<file path="src/rtl/stage0_ctrl_if.sv">
// Handshake and strobe bundle between stage0_ctrl, the parameter/pixel sources and the stage0 datapath.
interface stage0_ctrl_if #(
  parameter int IMG_W = 32,
  parameter int IMG_H = 32
);
  logic                     param_valid;
  logic                     param_ready;
  logic                     pix_valid;
  logic                     pix_ready;
  logic                     weight_en;
  logic                     weight_mode;
  logic                     pix_en;
  logic [$clog2(IMG_H)-1:0] row;
  logic [$clog2(IMG_W)-1:0] col;
  logic                     out_valid;

  modport master (
    output param_valid, pix_valid,
    input  param_ready, pix_ready, weight_en, weight_mode, pix_en, row, col, out_valid
  );

  modport slave (
    input  param_valid, pix_valid,
    output param_ready, pix_ready, weight_en, weight_mode, pix_en, row, col, out_valid
  );
endinterface

</file>
<file path="src/rtl/stage0_ctrl.sv">
// Layer sequencer for stage0: shifts DW weights then BN config into the parameter chain,
// then streams one frame with row/col tracking and a latency-aligned output-valid flag.
//
// state     | meaning
// S_IDLE    | waiting for start
// S_LOAD_W  | shifting W_WORDS weight words (weight_mode=0)
// S_LOAD_BN | shifting BN_WORDS BN config words (weight_mode=1)
// S_RUN     | accepting frame pixels
// S_DRAIN   | letting the last tags leave the PIPE_LAT pipe
// S_DONE    | one-cycle done pulse
module stage0_ctrl #(
  parameter int IMG_W    = 32,
  parameter int IMG_H    = 32,
  parameter int W_WORDS  = 9,
  parameter int BN_WORDS = 9,
  parameter int PIPE_LAT = 2
) (
  input  logic          clk,
  input  logic          reset,
  input  logic          start,
  input  logic          abort,
  input  logic          cfg_relu,
  input  logic          cfg_skip,
  stage0_ctrl_if.slave  bus,
  output logic          relu_sel,
  output logic          skip_stage0,
  output logic          busy,
  output logic          done
);
  localparam int RW   = $clog2(IMG_H);
  localparam int CW   = $clog2(IMG_W);
  localparam int WMAX = (W_WORDS > BN_WORDS) ? W_WORDS : BN_WORDS;
  localparam int WCW  = $clog2(WMAX + 1);
  localparam int DW   = (PIPE_LAT > 1) ? $clog2(PIPE_LAT) : 1;

  typedef enum logic [2:0] {
    S_IDLE, S_LOAD_W, S_LOAD_BN, S_RUN, S_DRAIN, S_DONE
  } state_t;

  state_t              state, nxt;
  logic [WCW-1:0]      wcnt;
  logic [RW-1:0]       row_q;
  logic [CW-1:0]       col_q;
  logic [DW-1:0]       dcnt;
  logic [PIPE_LAT-1:0] vpipe;
  logic                relu_q, skip_q, mode_q;

  logic param_ready_c, pix_ready_c, weight_en_c, weight_mode_c, pix_en_c;
  logic out_valid_c, busy_c, done_c;
  logic last_word, last_row, last_col, tag;

  assign last_word = (state == S_LOAD_BN) ? (wcnt == WCW'(BN_WORDS - 1))
                                          : (wcnt == WCW'(W_WORDS - 1));
  assign last_row  = (row_q == RW'(IMG_H - 1));
  assign last_col  = (col_q == CW'(IMG_W - 1));
  // Only pixels with a full 3x3 neighbourhood produce an output in conv mode.
  assign tag       = pix_en_c & ~skip_q & (row_q >= RW'(2)) & (col_q >= CW'(2));

  always_ff @(posedge clk or negedge reset) begin
    if (!reset) state <= S_IDLE;
    else        state <= nxt;
  end

  always_comb begin
    nxt = state;
    if (abort) begin
      nxt = S_IDLE;
    end else begin
      case (state)
        S_IDLE:    if (start) nxt = cfg_skip ? S_RUN : S_LOAD_W;
        S_LOAD_W:  if (weight_en_c && last_word) nxt = S_LOAD_BN;
        S_LOAD_BN: if (weight_en_c && last_word) nxt = S_RUN;
        S_RUN:     if (pix_en_c && last_row && last_col) nxt = skip_q ? S_DONE : S_DRAIN;
        S_DRAIN:   if (dcnt == '0) nxt = S_DONE;
        S_DONE:    nxt = S_IDLE;
        default:   nxt = S_IDLE;
      endcase
    end
  end

  always_comb begin
    param_ready_c = 1'b0;
    pix_ready_c   = 1'b0;
    weight_mode_c = mode_q;
    busy_c        = (state != S_IDLE);
    done_c        = (state == S_DONE);
    case (state)
      S_LOAD_W:  begin param_ready_c = 1'b1; weight_mode_c = 1'b0; end
      S_LOAD_BN: begin param_ready_c = 1'b1; weight_mode_c = 1'b1; end
      S_RUN:     pix_ready_c = 1'b1;
      default:   ;
    endcase
    weight_en_c = bus.param_valid & param_ready_c & ~abort;
    pix_en_c    = bus.pix_valid & pix_ready_c;
    out_valid_c = skip_q ? pix_en_c : vpipe[PIPE_LAT-1];
  end

  always_ff @(posedge clk or negedge reset) begin
    if (!reset) begin
      wcnt   <= '0;
      row_q  <= '0;
      col_q  <= '0;
      dcnt   <= '0;
      vpipe  <= '0;
      relu_q <= 1'b0;
      skip_q <= 1'b0;
      mode_q <= 1'b0;
    end else begin
      mode_q <= weight_mode_c;
      if (abort) begin
        wcnt  <= '0;
        row_q <= '0;
        col_q <= '0;
        dcnt  <= '0;
        vpipe <= '0;
      end else begin
        vpipe <= PIPE_LAT'({vpipe, tag});
        if (state == S_IDLE && start) begin
          relu_q <= cfg_relu;
          skip_q <= cfg_skip;
        end
        if (weight_en_c) wcnt <= last_word ? '0 : wcnt + WCW'(1);
        if (pix_en_c) begin
          if (last_col) begin
            col_q <= '0;
            row_q <= last_row ? '0 : row_q + RW'(1);
          end else begin
            col_q <= col_q + CW'(1);
          end
        end
        // Drain timer is preloaded while running and counts down to its terminal zero.
        if (state == S_RUN)                        dcnt <= DW'(PIPE_LAT - 1);
        else if (state == S_DRAIN && dcnt != '0)   dcnt <= dcnt - DW'(1);
      end
    end
  end

  assign bus.param_ready = param_ready_c;
  assign bus.pix_ready   = pix_ready_c;
  assign bus.weight_en   = weight_en_c;
  assign bus.weight_mode = weight_mode_c;
  assign bus.pix_en      = pix_en_c;
  assign bus.row         = row_q;
  assign bus.col         = col_q;
  assign bus.out_valid   = out_valid_c;
  assign relu_sel        = relu_q;
  assign skip_stage0     = skip_q;
  assign busy            = busy_c;
  assign done            = done_c;
endmodule

</file>
<file path="src/flat_wrapper.sv">
// flat-port wrapper written by rule: the top's interface ports become plain ports
module stage0_ctrl_flat 
#(
  parameter int IMG_W    = 32,
  parameter int IMG_H    = 32,
  parameter int W_WORDS  = 9,
  parameter int BN_WORDS = 9,
  parameter int PIPE_LAT = 2
)
  (clk, reset, start, abort, cfg_relu, cfg_skip, relu_sel, skip_stage0, busy, done, bus_param_valid, bus_pix_valid, bus_param_ready, bus_pix_ready, bus_weight_en, bus_weight_mode, bus_pix_en, bus_row, bus_col, bus_out_valid);
  stage0_ctrl_if #(.IMG_W(IMG_W), .IMG_H(IMG_H)) bus_i ();
  input  logic clk;
  input  logic reset;
  input  logic start;
  input  logic abort;
  input  logic cfg_relu;
  input  logic cfg_skip;
  output logic relu_sel;
  output logic skip_stage0;
  output logic busy;
  output logic done;
  input wire logic [$bits(bus_i.param_valid)-1:0] bus_param_valid;
  input wire logic [$bits(bus_i.pix_valid)-1:0] bus_pix_valid;
  output wire logic [$bits(bus_i.param_ready)-1:0] bus_param_ready;
  output wire logic [$bits(bus_i.pix_ready)-1:0] bus_pix_ready;
  output wire logic [$bits(bus_i.weight_en)-1:0] bus_weight_en;
  output wire logic [$bits(bus_i.weight_mode)-1:0] bus_weight_mode;
  output wire logic [$bits(bus_i.pix_en)-1:0] bus_pix_en;
  output wire logic [$bits(bus_i.row)-1:0] bus_row;
  output wire logic [$bits(bus_i.col)-1:0] bus_col;
  output wire logic [$bits(bus_i.out_valid)-1:0] bus_out_valid;
  assign bus_i.param_valid = bus_param_valid;
  assign bus_i.pix_valid = bus_pix_valid;
  assign bus_param_ready = bus_i.param_ready;
  assign bus_pix_ready = bus_i.pix_ready;
  assign bus_weight_en = bus_i.weight_en;
  assign bus_weight_mode = bus_i.weight_mode;
  assign bus_pix_en = bus_i.pix_en;
  assign bus_row = bus_i.row;
  assign bus_col = bus_i.col;
  assign bus_out_valid = bus_i.out_valid;
  stage0_ctrl #(.IMG_W(IMG_W), .IMG_H(IMG_H), .W_WORDS(W_WORDS), .BN_WORDS(BN_WORDS), .PIPE_LAT(PIPE_LAT)) u_core (.clk(clk), .reset(reset), .start(start), .abort(abort), .cfg_relu(cfg_relu), .cfg_skip(cfg_skip), .bus(bus_i), .relu_sel(relu_sel), .skip_stage0(skip_stage0), .busy(busy), .done(done));
endmodule
</file>
<file path="config.mk">
export PLATFORM = sky130hd
export DESIGN_NAME = stage0_ctrl_flat
export DESIGN_NICKNAME = d
export VERILOG_FILES = /design/src/rtl/stage0_ctrl_if.sv /design/src/rtl/stage0_ctrl.sv /design/src/flat_wrapper.sv
export SDC_FILE = /design/constraint.sdc
export NUM_CORES = 1
export LEC_CHECK = 0
export CAP_MARGIN = 20
export CORE_MARGIN = 5
export CORE_UTILIZATION = 45
export CTS_CLUSTER_SIZE = 12
export DETAILED_ROUTE_END_ITERATION = 8
export GPL_TIMING_DRIVEN = 0
export PLACE_DENSITY_LB_ADDON = 0.1
export SLEW_MARGIN = 30
export SYNTH_ARGS = -nofsm -noshare
export SYNTH_HDL_FRONTEND = slang
export SYNTH_SLANG_ARGS = --single-unit
</file>
<file path="constraint.sdc">
create_clock -name clk -period 4.3 [get_ports clk]
set_input_delay 0.86 -clock clk [delete_from_list [all_inputs] [get_ports clk]]
set_output_delay 0.86 -clock clk [all_outputs]
set_load 0.02 [all_outputs]
</file>
; ---- Yosys cells after proc, flatten, opt, wreduce, memory -nomap -nowiden
; Cells that the tools add are included.
[word_totals]
register_bits = 23
input_bits = 8
elab_cells = 78
output_inout_bits = 20
[op_classes]
mux = 27
n_bitwise = 8
reduce_logical = 15
n_eq_ne = 13
add_sub_neg = 4
magnitude_cmp = 2
[ops]
columns = operator, n
row1 = 2-to-1 mux 5 bit, 7
row2 = 2-to-1 mux 3 bit, 6
row3 = one-hot mux 3 bit (5 select lines), 1
row4 = 2-to-1 mux 4 bit, 3
row5 = "adder 5 x 1 -> 5 bit, second input constant", 2
row6 = "equality test 5 bit, second input constant", 2
row7 = "greater-or-equal comparator 5 x 2 -> 1 bit, second input constant", 2
row8 = "inequality test 3 bit, second input constant", 3
row9 = 2-to-1 mux 1 bit, 7
row10 = AND 1 bit, 6
row11 = "equality test 3 x 2 -> 1 bit, second input constant", 2
row12 = "equality test 3 bit, second input constant", 2
row13 = "inequality test 3 x 2 -> 1 bit, second input constant", 2
row14 = nonzero test 2 bit, 3
row15 = nonzero test 3 bit, 2
row16 = logical AND 1 bit, 5
row17 = AND reduction 5 bit, 1
row18 = "adder 4 x 1 -> 4 bit, second input constant", 1
row19 = "equality test 4 bit, second input constant", 1
row20 = 2-to-1 mux 2 bit, 2
row21 = AND reduction 2 bit, 2
row22 = "equality test 3 x 1 -> 1 bit, second input constant", 1
row23 = logical NOT 3 bit, 1
row24 = NOT 1 bit, 2
row25 = 3 further kinds, 3

; ---- Logic depth before layout (Yosys ltp)
[logic_depth]
depth_word = 9
ltp_mapped = 6
mapped_depth_nobuf = 6

; ---- Worst setup path after synthesis
; OpenSTA, ideal clock, no wires.
[synth_timing]
path_type = input-to-output
from = in abort
to = out bus_weight_en
path_slack_ns = 1.926
arrival_time_ns = 1.514
cell_stages = 3
path_buffers = 1
required_time_ns = 3.440
path_cell_list = clkbuf_1 -> nor2_1 -> and3_1
[synth_between]
elab_chain_cells = 2
[synth_rtl]
columns = item, line
row1 = from (decl), flat_wrapper.sv:15  ; input logic abort;
row2 = NOT 1 bit (no line), n/a
row3 = AND 1 bit, stage0_ctrl.sv:93  ; weight_en_c = bus.param_valid & param_ready_c & ~abort;
row4 = to (decl), flat_wrapper.sv:26  ; output wire logic [$bits(bus_i.weight_en)-1:0] bus_weight_en;
; Every way passes these cells.

; ---- Worst setup path in the final report
; Same ends and word-level chain as after synthesis.

==> reports/metrics.yaml <==
drt_wl_total_um: 3040
p_leak_nw: 0.753
status: "finished clean"
multiInputGateArea_um2: 733
final-max-slew-violation-count: 0
skew_ns: 0.00680
synth_cell_types: 44
cp-start-kind: "primary input"
drc: 0
slowest_delay_ns: 0.53
critical_path_class: "in2out"
seq_area_um2: 576
wl_per_cell_um: 14.5
gp_congestion: 0.827
end_kind: "primary output"
tightest_slew_ns: 0.513
drive_gt1_share_pct: 9.09
hold-worst-slack_ns: 0.493
synth_enable_flop_cells: 0
cts_resized: 0
post-synth-top-area-cell: "dfrtp_1"
setup_viol: 0
synth_nets: 161
cts_max_level: 1
clock-sinks: 23
syn_avg_cell_area_um2: 9.42
hp-class: "in2async"
cap_viol_max_count: 0
power.density_nw_per_um2: 466
wl_met1_um: 1410
irDropWorstVdd_v: 0.000220
startpoint: "abort"
synthArstFlopShare_pct: 100
fillers: 278
finalCritPeriodShare_pct: 80.7
rows: 20
postCtsSetupRepairBufs: 0
dpl.hpwl_um: 2320
cts_buffers: 3
cts-root-buf: "clkbuf_4"
path_buf_inv: 3
grtUsageTotal_pct: 15.5
yosysWarnings: 0
cp_slowest_cell: "clkdlybuf4s50_1"
top_layer_used: "met4"
cp.arrival_ns: 2.61
max_freq_mhz: 288
tritoncts: "yes"
dieWidth_um: 65.1
hold_viol: 0
vias: 1171
synthCells: 145
netlist_area_um2: 1370
worst_skew_pair.late_latency_ns: 0.31
reg2reg_from: "u_core.bus.col[0]"
path_max_fanout: 10
ys_ff_latch: 23
core_area_um2: 2980
port-buffer-count: 27
worstPathRequired_ns: 3.44
ys_top_cells_by_area: "dfrtp_1 42%, ha_1 7.3%, a21oi_1 5.1%, nand2_1 3.6%, nor2_1 3.6%"
antenna_cells: 0
grt_setup_unrepaired: "false"
crit_top_cell: "clkdlybuf4s50_1"
synth_top_area_share_pct: 42.1
grt_pass1_wl_um: 5220
wl_met2_um: 1560
ant_nets: 0
max_slew_margin_pct: 65.8
clkSlewWorstSetupHoldPaths_ns: 0.14
period_minus_slack_ns: 3.47
die_h_um: 65.1
grt_max_degree: 24
via_per_inst: 5.60
areaGrowthSynthToFinish_pct: 24.5
cts.path.max_buffers: 2
start_util_pct: 45.9
drtIter0Drc: 62
synth_flop_cell: "dfrtp_1"
antenna_found_initial: 0
setup_tns_ns: 0
met3_length_um: 59
ys_seq_area_share_pct: 42.1
hold_buffers: 0
drt_pre_antenna_iters: 4
nets: 193
grt_pass1_vias: 1189
fp.dieArea_um2: 4240
grt-ovfl-total: 0
final_cell_mix: "26 x clkdlybuf4s50_1, 23 x dfrtp_1, 14 x a21oi_1"
cp_top_family: "buffers and inverters"
io-pin-count: 28
mostFrequentLayoutCell: "clkdlybuf4s50_1"
path_cells: "clkdlybuf4s50_1, clkbuf_1, nor2_1, and3_1, clkdlybuf4s50_1"
-- logic make-up (layout without fill, tap and decap cells) --
family                   Yosys count  after routing  share of synthesized area, %
buffers and inverters             13             44                          4.21
AND/OR/NAND/NOR                   58             58                          23.4
flip-flops                        23             23                          42.1
XOR/XNOR                           1              1                          1.19
multiplexers                       6              6                          4.67
AO/OA/AOI/OAI                     36             36                          17.0
adder cells (fa/ha/maj)            8              8                          7.33
-- power breakdown --
group	internal [mW]	total [mW]	switching, mW
Clock	0.0348	0.103	0.0680
Combinational	0.179	0.394	0.214
Sequential	0.254	0.296	0.0418
Total	0.468	0.792	0.324
-- cells in the mapped netlist, types with 2 or more instances --
master    number
dfrtp_1       23
a21oi_1       14
nand2_1       13
nor2_1        13
ha_1           8
o21ai_0        8
inv_1          6
and3_1         4
clkbuf_1       4
nor3_1         4
mux2_2         3
mux2i_1        3
nand3_1        3
or4_1          3
a32o_1         2
and2_1         2
nand2b_1       2
nand4_1        2
nor4_1         2
or3_1          2
-- routing by layer --
metal / vias up / GRT usage, %
li1: 587 / -
met1: 572 / 19.7
met2: 10 / 26.4
met3: 2 / 2.22
met4: 0 / 6.22
met5: - / 0
-- final timing paths --
kind / end / slack (ns) / cells past startpoint
setup / recovery: bus_weight_en / 0.83 / 5
hold reg to reg: u_core.vpipe[1] / 0.50 / 1
hold / removal: u_core.bus.row[4] / 0.49 / 1
max in group asynchronous: u_core.wcnt[1] / 3.46 / 1
setup reg to reg: u_core.state[1] / 2.29 / 6
min in group clk: u_core.vpipe[1] / 0.50 / 1
-- registers in the layout, indices dropped and copies added, names as in the netlist --
signal / count
u_core.bus.row: 5
u_core.skip_stage0: 1
u_core.bus.col: 5
u_core.relu_sel: 1
u_core.state: 3
u_core.dcnt: 1
u_core.wcnt: 4
u_core.vpipe: 2
u_core.mode_q: 1
-- worst reg2reg max path, cell delays in order (launching register included) --
cell and delay (ns):
dfrtp_1 0.48, ha_1 0.25, and3_1 0.18, ha_1 0.27, and2_1 0.22, a21o_1 0.20
a2111oi_2 0.29
-- layout make-up --
type	count	share of cell area (%)
Buffer	6	1.84
Clock buffer	3	1.32
Sequential cell	23	33.8
Timing Repair Buffer	27	15.6
Inverter	7	1.55
Multi-Input combinational cell	109	43.1
Tap cell	33	2.43
Clock inverter	1	0.294
-- per-stage QoR --
step | utilization (%) | setup slack (ns) | power [mW] | cell area, µm² | std cells
CTS | 57.1 | 0.813 | 0.799 | 1700 | 209
detailed placement | 56.2 | 0.819 | 0.694 | 1670 | 205
global placement | 56.3 | 0.829 | 0.687 | 1680 | 205
finish | 57.1 | 0.830 | 0.792 | 1700 | 209
global route | 57.1 | 0.701 | 0.852 | 1700 | 209
floorplan | - | 1.93 | 0.547 | 1370 | 145
(Power assumes the default switching activity.)
